==> config.mk <==
export PLATFORM = sky130hd
export DESIGN_NAME = video_timing_gen
export DESIGN_NICKNAME = d
export VERILOG_FILES = /design/src/rtl/video_timing_gen.sv
export SDC_FILE = /design/constraint.sdc
export NUM_CORES = 1
export LEC_CHECK = 0
export CAP_MARGIN = 20
export CELL_PAD_IN_SITES_DETAIL_PLACEMENT = 2
export CELL_PAD_IN_SITES_GLOBAL_PLACEMENT = 2
export CORE_ASPECT_RATIO = 1.5
export CORE_UTILIZATION = 36
export CTS_CLUSTER_SIZE = 12
export DETAILED_ROUTE_END_ITERATION = 8
export HOLD_SLACK_MARGIN = 0.02
export PLACE_DENSITY_LB_ADDON = 0.1
export RECOVER_POWER = 25
export SYNTH_ARGS = -nofsm -noshare
export SYNTH_HDL_FRONTEND = slang
export SYNTH_SLANG_ARGS = --single-unit
==> constraint.sdc <==
create_clock -name clk -period 2.15 [get_ports clk]
set_clock_uncertainty 0.05 [all_clocks]
set_input_delay 0.645 -clock clk [delete_from_list [all_inputs] [get_ports clk]]
set_output_delay 0.645 -clock clk [all_outputs]
set_load 0.03 [all_outputs]
==> src/rtl/video_timing_gen.sv <==
// -----------------------------------------------------------------------------
// video_timing_gen
//   Raster timing and LFSR test-pattern source. A clock divider produces the
//   pixel strobe; horizontal/vertical counters walk the raster and every
//   timing/video output is registered on the divider's terminal count, so
//   consumers sample all outputs while ce_pix is high.
//
// Ports
//   clk         in   system clock
//   reset       in   synchronous, active-high reset
//   pal         in   0 = NTSC field length, 1 = PAL (applied at field start)
//   scandouble  in   1 = 31 kHz mode, every field line emitted twice
//                    (applied at line start)
//   ce_pix      out  one-clk pixel strobe
//   HBlank      out  high outside the visible pixel range
//   HSync       out  active-high horizontal sync
//   VBlank      out  high outside the visible field lines
//   VSync       out  active-high vertical sync
//   video       out  8-bit luma, zero while blanked
//
// Strobe semantics: there is no back-pressure. ce_pix rises for exactly one
// clk per pixel period and the other outputs are stable whenever it is high.
// -----------------------------------------------------------------------------
module video_timing_gen #(
  parameter int CE_DIV        = 8,
  parameter int H_ACTIVE      = 320,
  parameter int H_TOTAL       = 384,
  parameter int HS_START      = 336,
  parameter int HS_END        = 364,
  parameter int V_ACTIVE      = 240,
  parameter int V_TOTAL_NTSC  = 262,
  parameter int V_TOTAL_PAL   = 312,
  parameter int VS_START_NTSC = 244,
  parameter int VS_START_PAL  = 270,
  parameter int VS_LEN        = 3
) (
  input  logic       clk,
  input  logic       reset,
  input  logic       pal,
  input  logic       scandouble,
  output logic       ce_pix,
  output logic       HBlank,
  output logic       HSync,
  output logic       VBlank,
  output logic       VSync,
  output logic [7:0] video
);

  localparam int V_MAX = (V_TOTAL_PAL > V_TOTAL_NTSC) ? V_TOTAL_PAL : V_TOTAL_NTSC;
  localparam int DW    = $clog2(CE_DIV);
  localparam int HW    = $clog2(H_TOTAL);
  localparam int VW    = $clog2(V_MAX);

  localparam logic [DW-1:0] DIV_LAST_N = DW'(CE_DIV - 1);
  localparam logic [DW-1:0] DIV_LAST_D = DW'(CE_DIV / 2 - 1);
  localparam logic [HW-1:0] H_LAST     = HW'(H_TOTAL - 1);
  localparam logic [HW-1:0] H_ACT      = HW'(H_ACTIVE);
  localparam logic [HW-1:0] HS_S       = HW'(HS_START);
  localparam logic [HW-1:0] HS_E       = HW'(HS_END);
  localparam logic [VW-1:0] V_ACT      = VW'(V_ACTIVE);
  localparam logic [VW-1:0] VT_N_LAST  = VW'(V_TOTAL_NTSC - 1);
  localparam logic [VW-1:0] VT_P_LAST  = VW'(V_TOTAL_PAL - 1);
  localparam logic [VW-1:0] VS_N_S     = VW'(VS_START_NTSC);
  localparam logic [VW-1:0] VS_N_E     = VW'(VS_START_NTSC + VS_LEN);
  localparam logic [VW-1:0] VS_P_S     = VW'(VS_START_PAL);
  localparam logic [VW-1:0] VS_P_E     = VW'(VS_START_PAL + VS_LEN);
  localparam logic [15:0]   LFSR_SEED  = 16'hACE1;
  localparam logic [15:0]   LFSR_MASK  = 16'hB400;

  logic [DW-1:0] cdiv_q, cdiv_d;
  logic [HW-1:0] h_q, h_d;
  logic [VW-1:0] v_q, v_d;
  logic          sub_q, sub_d;
  logic          pal_q, pal_d;
  logic          dbl_q, dbl_d;
  logic [15:0]   lfsr_q, lfsr_d;
  logic          ce_pix_q, ce_pix_d;
  logic          hblank_q, hblank_d;
  logic          hsync_q, hsync_d;
  logic          vblank_q, vblank_d;
  logic          vsync_q, vsync_d;
  logic [7:0]    video_q, video_d;

  logic          ce_int;
  logic          h_act;
  logic          v_act;
  logic [VW-1:0] v_last;
  logic [VW-1:0] vs_s;
  logic [VW-1:0] vs_e;

  assign ce_int = (cdiv_q == (dbl_q ? DIV_LAST_D : DIV_LAST_N));
  assign h_act  = (h_q < H_ACT);
  assign v_act  = (v_q < V_ACT);
  // Field geometry follows the latched standard, never the live pal input.
  assign v_last = pal_q ? VT_P_LAST : VT_N_LAST;
  assign vs_s   = pal_q ? VS_P_S : VS_N_S;
  assign vs_e   = pal_q ? VS_P_E : VS_N_E;

  always_comb begin
    cdiv_d   = ce_int ? '0 : cdiv_q + DW'(1);
    h_d      = h_q;
    v_d      = v_q;
    sub_d    = sub_q;
    pal_d    = pal_q;
    dbl_d    = dbl_q;
    lfsr_d   = lfsr_q;
    ce_pix_d = ce_int;
    hblank_d = hblank_q;
    hsync_d  = hsync_q;
    vblank_d = vblank_q;
    vsync_d  = vsync_q;
    video_d  = video_q;
    if (ce_int) begin
      // Outputs describe the pixel at the current (h, v); counters then move on.
      hblank_d = !h_act;
      hsync_d  = (h_q >= HS_S) && (h_q < HS_E);
      vblank_d = !v_act;
      vsync_d  = (v_q >= vs_s) && (v_q < vs_e);
      video_d  = (h_act && v_act) ? lfsr_q[7:0] : 8'd0;
      if (h_act && v_act) begin
        lfsr_d = {1'b0, lfsr_q[15:1]} ^ (lfsr_q[0] ? LFSR_MASK : 16'h0000);
      end
      if (h_q == H_LAST) begin
        h_d   = '0;
        // The divider restarts at 0 here, so a rate change cannot glitch it.
        dbl_d = scandouble;
        sub_d = dbl_q ? ~sub_q : 1'b0;
        // In scandoubled mode the field line advances only after its repeat.
        if (!(dbl_q && !sub_q)) begin
          if (v_q == v_last) begin
            v_d   = '0;
            pal_d = pal;
          end else begin
            v_d = v_q + VW'(1);
          end
        end
      end else begin
        h_d = h_q + HW'(1);
      end
    end
  end

  always_ff @(posedge clk) begin
    if (reset) begin
      cdiv_q   <= '0;
      h_q      <= '0;
      v_q      <= '0;
      sub_q    <= 1'b0;
      pal_q    <= pal;
      dbl_q    <= scandouble;
      lfsr_q   <= LFSR_SEED;
      ce_pix_q <= 1'b0;
      hblank_q <= 1'b1;
      hsync_q  <= 1'b0;
      vblank_q <= 1'b1;
      vsync_q  <= 1'b0;
      video_q  <= 8'd0;
    end else begin
      cdiv_q   <= cdiv_d;
      h_q      <= h_d;
      v_q      <= v_d;
      sub_q    <= sub_d;
      pal_q    <= pal_d;
      dbl_q    <= dbl_d;
      lfsr_q   <= lfsr_d;
      ce_pix_q <= ce_pix_d;
      hblank_q <= hblank_d;
      hsync_q  <= hsync_d;
      vblank_q <= vblank_d;
      vsync_q  <= vsync_d;
      video_q  <= video_d;
    end
  end

  assign ce_pix = ce_pix_q;
  assign HBlank = hblank_q;
  assign HSync  = hsync_q;
  assign VBlank = vblank_q;
  assign VSync  = vsync_q;
  assign video  = video_q;

endmodule

# Word level (Yosys, flattened, before mapping)
# Index checks and enable logic that the tools add are counted.
# totals
regBits	53
inputBits	4
output_inout_bits	13
wordCells	62
# op_classes
add_sub_neg	3
magnitude_cmp	6
n_eq_ne	4
mux	17
n_bitwise	3
n_reduce_logical	16
# op_table
operator	n
9-bit two-way mux	4
9-bit by 1-bit adder with 9-bit output, second input constant	2
9-bit < comparator, second input constant	2
16-bit two-way mux	1
15-bit by 16-bit bitwise XOR with 16-bit output	1
9-bit equality test	1
9-bit equality test, second input constant	1
9-bit greater-or-equal comparator	1
9-bit greater-or-equal comparator, second input constant	1
9-bit by 8-bit < comparator with 1-bit output, second input constant	1
9-bit < comparator	1
1-bit two-way mux	9
8-bit two-way mux	1
6-bit two-way mux	1
2-bit AND reduction	3
2-bit nonzero test	3
1-bit logical AND	4
4-bit AND reduction	1
3-bit by 1-bit adder with 3-bit output, second input constant	1
3-bit equality test	1
1-bit logical NOT	3
3-bit two-way mux	1
3-bit AND reduction	1
2-bit != test, second input constant	1
2 further kinds	3

# Logic depth before layout (Yosys ltp)
# logic_depth
word_depth	7
depth_mapped	7
mapped_depth_nobuf	7

# Worst setup path before layout
# OpenSTA, ideal clock, no wires.
# synth_path
path_type	register to register
from	register pal_q
to	register v_q[6]
setup_time_ps	69
arrival_ps	1854
required_time_ps	2031
setup_slack_ps	177
stages_incl_launch_ff	6
period_less_slack_ps	1973
path_cell_list	edfxtp_1 -> ha_1 -> nor4b_1 -> a41o_2 -> or4_1 -> o21ai_1
# synth_via
elab_chain_len	3
# synth_rtl
element	line_no	rtl
start: declaration	74	logic pal_q, pal_d;
start signal: assignment	149	pal_q <= pal;
start signal: assignment	163	pal_q <= pal_d;
6-bit two-way mux	95	assign v_last = pal_q ? VT_P_LAST : VT_N_LAST;
9-bit equality test	130	if (v_q == v_last) begin
9-bit two-way mux	130	
end signal: assignment	161	v_q <= v_d;
end: declaration	72	logic [VW-1:0] v_q, v_d;
# No other way between the ends.
# A chain may end at the register's enable or synchronous reset.

# Worst setup path after layout
# layout_path
from	register pal_q
to	register v_q[4]
# The elaborated chain is that of the path after synthesis.

==> impl_summary.txt <==
----------------------------------------------------
[Yosys]
  Cell area after synthesis ... about 2400 sq um
  Total of warnings raised by yosys ... 0
  Post-synthesis sequential area ratio ... between 40% and 50%
  Proportion of register bits with asynchronous set or reset after synthesis ... 0%
  Net count after synthesis ... 287
  Number of synthesized register bits ... 53
  Average cell area after synthesis ... 8.763 sq um
  Gate count of the mapped netlist ... ~270
  Count of distinct cell types in the synthesized netlist ... 50
  Leading register cell type out of synthesis ... sky130_fd_sc_hd__dfxtp_1
  Number of enable-type register cells in the synthesized netlist ... 2

[Floorplanning]
  Initial core utilization ... between 30% and 40%
  Width of the die ... approximately 68 microns
  Area enclosed by the die boundary ... between 6000 and 7000 sq um
  Ports ... 17
  Cell row count ... 35
  Die span in y ... between 100 and 150 microns
  Core box area ... between 6000 and 7000 sq um

[Flow run]
  Max-cap violations ... 0

[Worst setup path]
  Sort of element at the start of the critical path ... flop
  Kind of capture point of the worst setup path ... flop
  Highest fanout seen on the critical path ... 6
  Arrival time of the worst setup path ... 2240 ps
  Crit-path cells ... ha_1 -> nor4b_4 -> a41oi_1 -> buf_4 -> and2_1 -> o21ai_0 -> o31ai_1
  Slowest library cell on the worst path ... sky130_fd_sc_hd__edfxtp_1
  Type of the worst setup path ... flop to flop
  Gate family responsible for the most delay along the worst path ... flip-flops
  Max stage delay on crit path ... around 530 ps
  Data required time of the worst path ... approximately 2300 ps
  Number of buffers and inverters on the critical path ... 1

[Clock network]
  Clock tree from TritonCTS ... built
  Number of buffers between clock root and the deepest sink ... 2
  Later-pin clock latency in the skew report ... around 310 ps
  Clock tree root driver cell ... sky130_fd_sc_hd__clkbuf_8
  CTS buffer count ... 5
  Register clock-pin slew on the reported worst setup and hold paths ... approximately 100 ps
  Number of sinks on the clock net ... 53
  # H-tree levels ... 2
  CTS Hold Buffers Added ... 0

[Cells and area]
  Layout cell share with drive strength beyond 1 ... approximately an eighth
  Layout net count ... between 300 and 400
  Final non-filler cell total ... roughly 380
  Fill cell instance count of the final layout ... 699
  Diodes inserted ... 0
  Post-route standard cell area excluding fillers ... between 2000 and 3000 sq um
  Layout overhead on the synthesized area ... 19.49%

[STA]
  Worst-margin pin slew ... around 520 ps
  Share of the clock period used by the worst path after layout ... between 90 and 100%
  Hold Fails Final Rpt ... 0
  Max-slew violation count ... 0
  Final setup violating endpoints ... 0
  Final worst path period need ... around 2100 ps
  Maximum clock rate ... 476.9 MHz
  Relative max-transition margin ... 65.47%
  PnR worst setup slack ... 53.31 ps
  Setup repair after global routing missed its margin ... no

[Routing]
  Number of iterations in the first detailed-routing pass ... 4
  WL final ... around 6.4 mm
  Average wire length per cell after detail routing ... about 17 microns
  Remaining number of nets flagged by the antenna check after routing ... 0
  Iteration-0 DRC Markers ... 40
  DR vias/cell ... 5.469
  Vias ... slightly above 2,000
  Count of unresolved DRC violations after routing ... 0

[Placement]
  Placed cell count ... 366
  Pre-CTS worst setup slack ... -79.06 ps
  Dpl cell area ... about 2700 sq um
  HPWL after DPL ... 4.855 mm
  Number of port buffers ... 16
  GP Congestion ... between 0.7 and 0.8

[Power and ir drop]
  Maximum VDD drop ... 0.0003829 V
  Static Leakage ... roughly 1.1 nW
  Total power per unit cell area ... ~700 nW/um^2
  Pwr Total ... 1.996 mW

[Global routing]
  Number of global-route vias before repair ... roughly 2,200
  Gr ovfl total ... 0
  Maximum number of pins on one net before global-route repair ... 20
  Antenna violations before repair ... 0
  First-pass GRT wire length ... 10.98 mm
  Total Routing Usage GR ... 21.02%

[Worst hold path]
  Type of the tightest min-delay check ... flop to flop

[Status]
  Outcome ... complete, no violations

----------------------------------------------------
-- per-layer routing --
metal | routed length, microns | up-vias | global-route usage [%]
li1 | - | 1000 | -
met1 | 2823 | 1032 | 25.16
met2 | 3444 | 13 | 38.01
met3 | 92 | 6 | 3.041
met4 | 68 | 0 | 5.288
met5 | 0 | - | 0
-- cell usage in the layout (no fill, tap or decap), types with 3 or more instances in the layout --
| cell type | count |
|---|---|
| sky130_fd_sc_hd__nand2_1 | 55 |
| sky130_fd_sc_hd__dfxtp_1 | 51 |
| sky130_fd_sc_hd__a21oi_1 | 27 |
| sky130_fd_sc_hd__nor2_1 | 16 |
| sky130_fd_sc_hd__buf_4 | 15 |
| sky130_fd_sc_hd__nand3_1 | 13 |
| sky130_fd_sc_hd__clkdlybuf4s50_1 | 13 |
| sky130_fd_sc_hd__ha_1 | 11 |
| sky130_fd_sc_hd__xnor2_1 | 9 |
| sky130_fd_sc_hd__nor3_1 | 7 |
| sky130_fd_sc_hd__o21ai_0 | 7 |
| sky130_fd_sc_hd__o211ai_1 | 5 |
| sky130_fd_sc_hd__nand4_1 | 5 |
| sky130_fd_sc_hd__clkbuf_8 | 5 |
| sky130_fd_sc_hd__inv_1 | 4 |
| sky130_fd_sc_hd__xor2_1 | 4 |
| sky130_fd_sc_hd__and3_1 | 3 |
| sky130_fd_sc_hd__o31ai_1 | 3 |
| sky130_fd_sc_hd__dlygate4sd3_1 | 3 |
-- final timing paths --
| path | startpoint | depth (start not counted) | slack (ps) | end |
|---|---|---|---|---|
| min reg2reg | lfsr_q[5] | 2 | 400 | lfsr_q[5] |
| min | lfsr_q[5] | 2 | 400 | lfsr_q[5] |
| max reg2reg | pal_q | 7 | 50 | v_q[4] |
| max | pal_q | 7 | 50 | v_q[4] |
-- cell usage after synthesis, drive strengths merged, types with 3 or more instances --
master  instances  area, sq um
a21oi          27        135.1
buf             5        31.28
o31ai           3        22.52
nand2          56        217.7
xor2            4        42.55
and2            4        27.52
xnor2           9        78.83
nor3            7        35.03
o211ai          5        37.54
clkbuf          7        36.28
nand3b          3        26.27
o21ai           8        40.03
nor2           17        80.08
dfxtp          51         1021
nand3          13        65.06
and3            4        30.03
nand4           5        31.28
inv             4        15.01
ha             12        150.1
-- worst min-delay path, cell delays in order, from the launching register on --
cell and delay (ps):
sky130_fd_sc_hd__dfxtp_1 320, sky130_fd_sc_hd__nand2_1 50, sky130_fd_sc_hd__nand2_1 40
-- sequential cells by signal (all words and copies together) (netlist names), 3 cells and up --
signal / flops
lfsr_q: 16
video: 8
h_q: 9
cdiv_q: 3
v_q: 9
-- kinds of logic (layout without fill, tap and decap cells) --
family / count (synthesis) / after routing / share of synthesized area (%)
and+or+nand+nor: 123 / 123 / 26.03
AOI/OAI and AO/OA: 53 / 53 / 13.38
DFF: 53 / 53 / 45.52
buffers and inverters: 17 / 47 / 3.635
xor gates and xnor gates: 13 / 13 / 5.111
adders and majority gates: 12 / 12 / 6.322
-- metrics by stage --
step           utilization (%)  hold WS (ps)  TNS (ps)
6_report                 45.31         396.7         0
5_1_grt                  45.31         425.4         0
4_1_cts                  45.13         403.6         0
3_5_place_dp             42.92         386.9    -97.36
3_3_place_gp             42.92         376.0         0
2_1_floorplan                -         358.4         0
-- area by class of cell --
| type | instances | area, sq um | area share, % |
|---|---|---|---|
| multi-input combinational | 201 | 1227 | 43.25 |
| sequential | 53 | 1081 | 38.10 |
| timing repair buffer | 34 | 285.3 | 10.05 |
| clock buffer | 6 | 93.84 | 3.307 |
| tap | 74 | 92.59 | 3.263 |
| clock inverter | 2 | 38.79 | 1.367 |
| inverter | 5 | 18.77 | 0.6614 |
-- timing repair --
item | 4_1_cts | 5_1_grt
endpoints found under the setup margin | 3 | 4
buffers inserted | 0 | 1
pin swaps | 0 | 0
resized for setup | 1 | 2
cloned | 0 | 0
-- report_power, final --
| part | internal, mW | leakage, nW | switching (mW) |
|---|---|---|---|
| clock network | 0.422 | 0.0669 | 0.347 |
| registers | 1.02 | 0.432 | 0.0230 |
| logic | 0.0775 | 0.594 | 0.109 |
(Power assumes the default switching activity.)
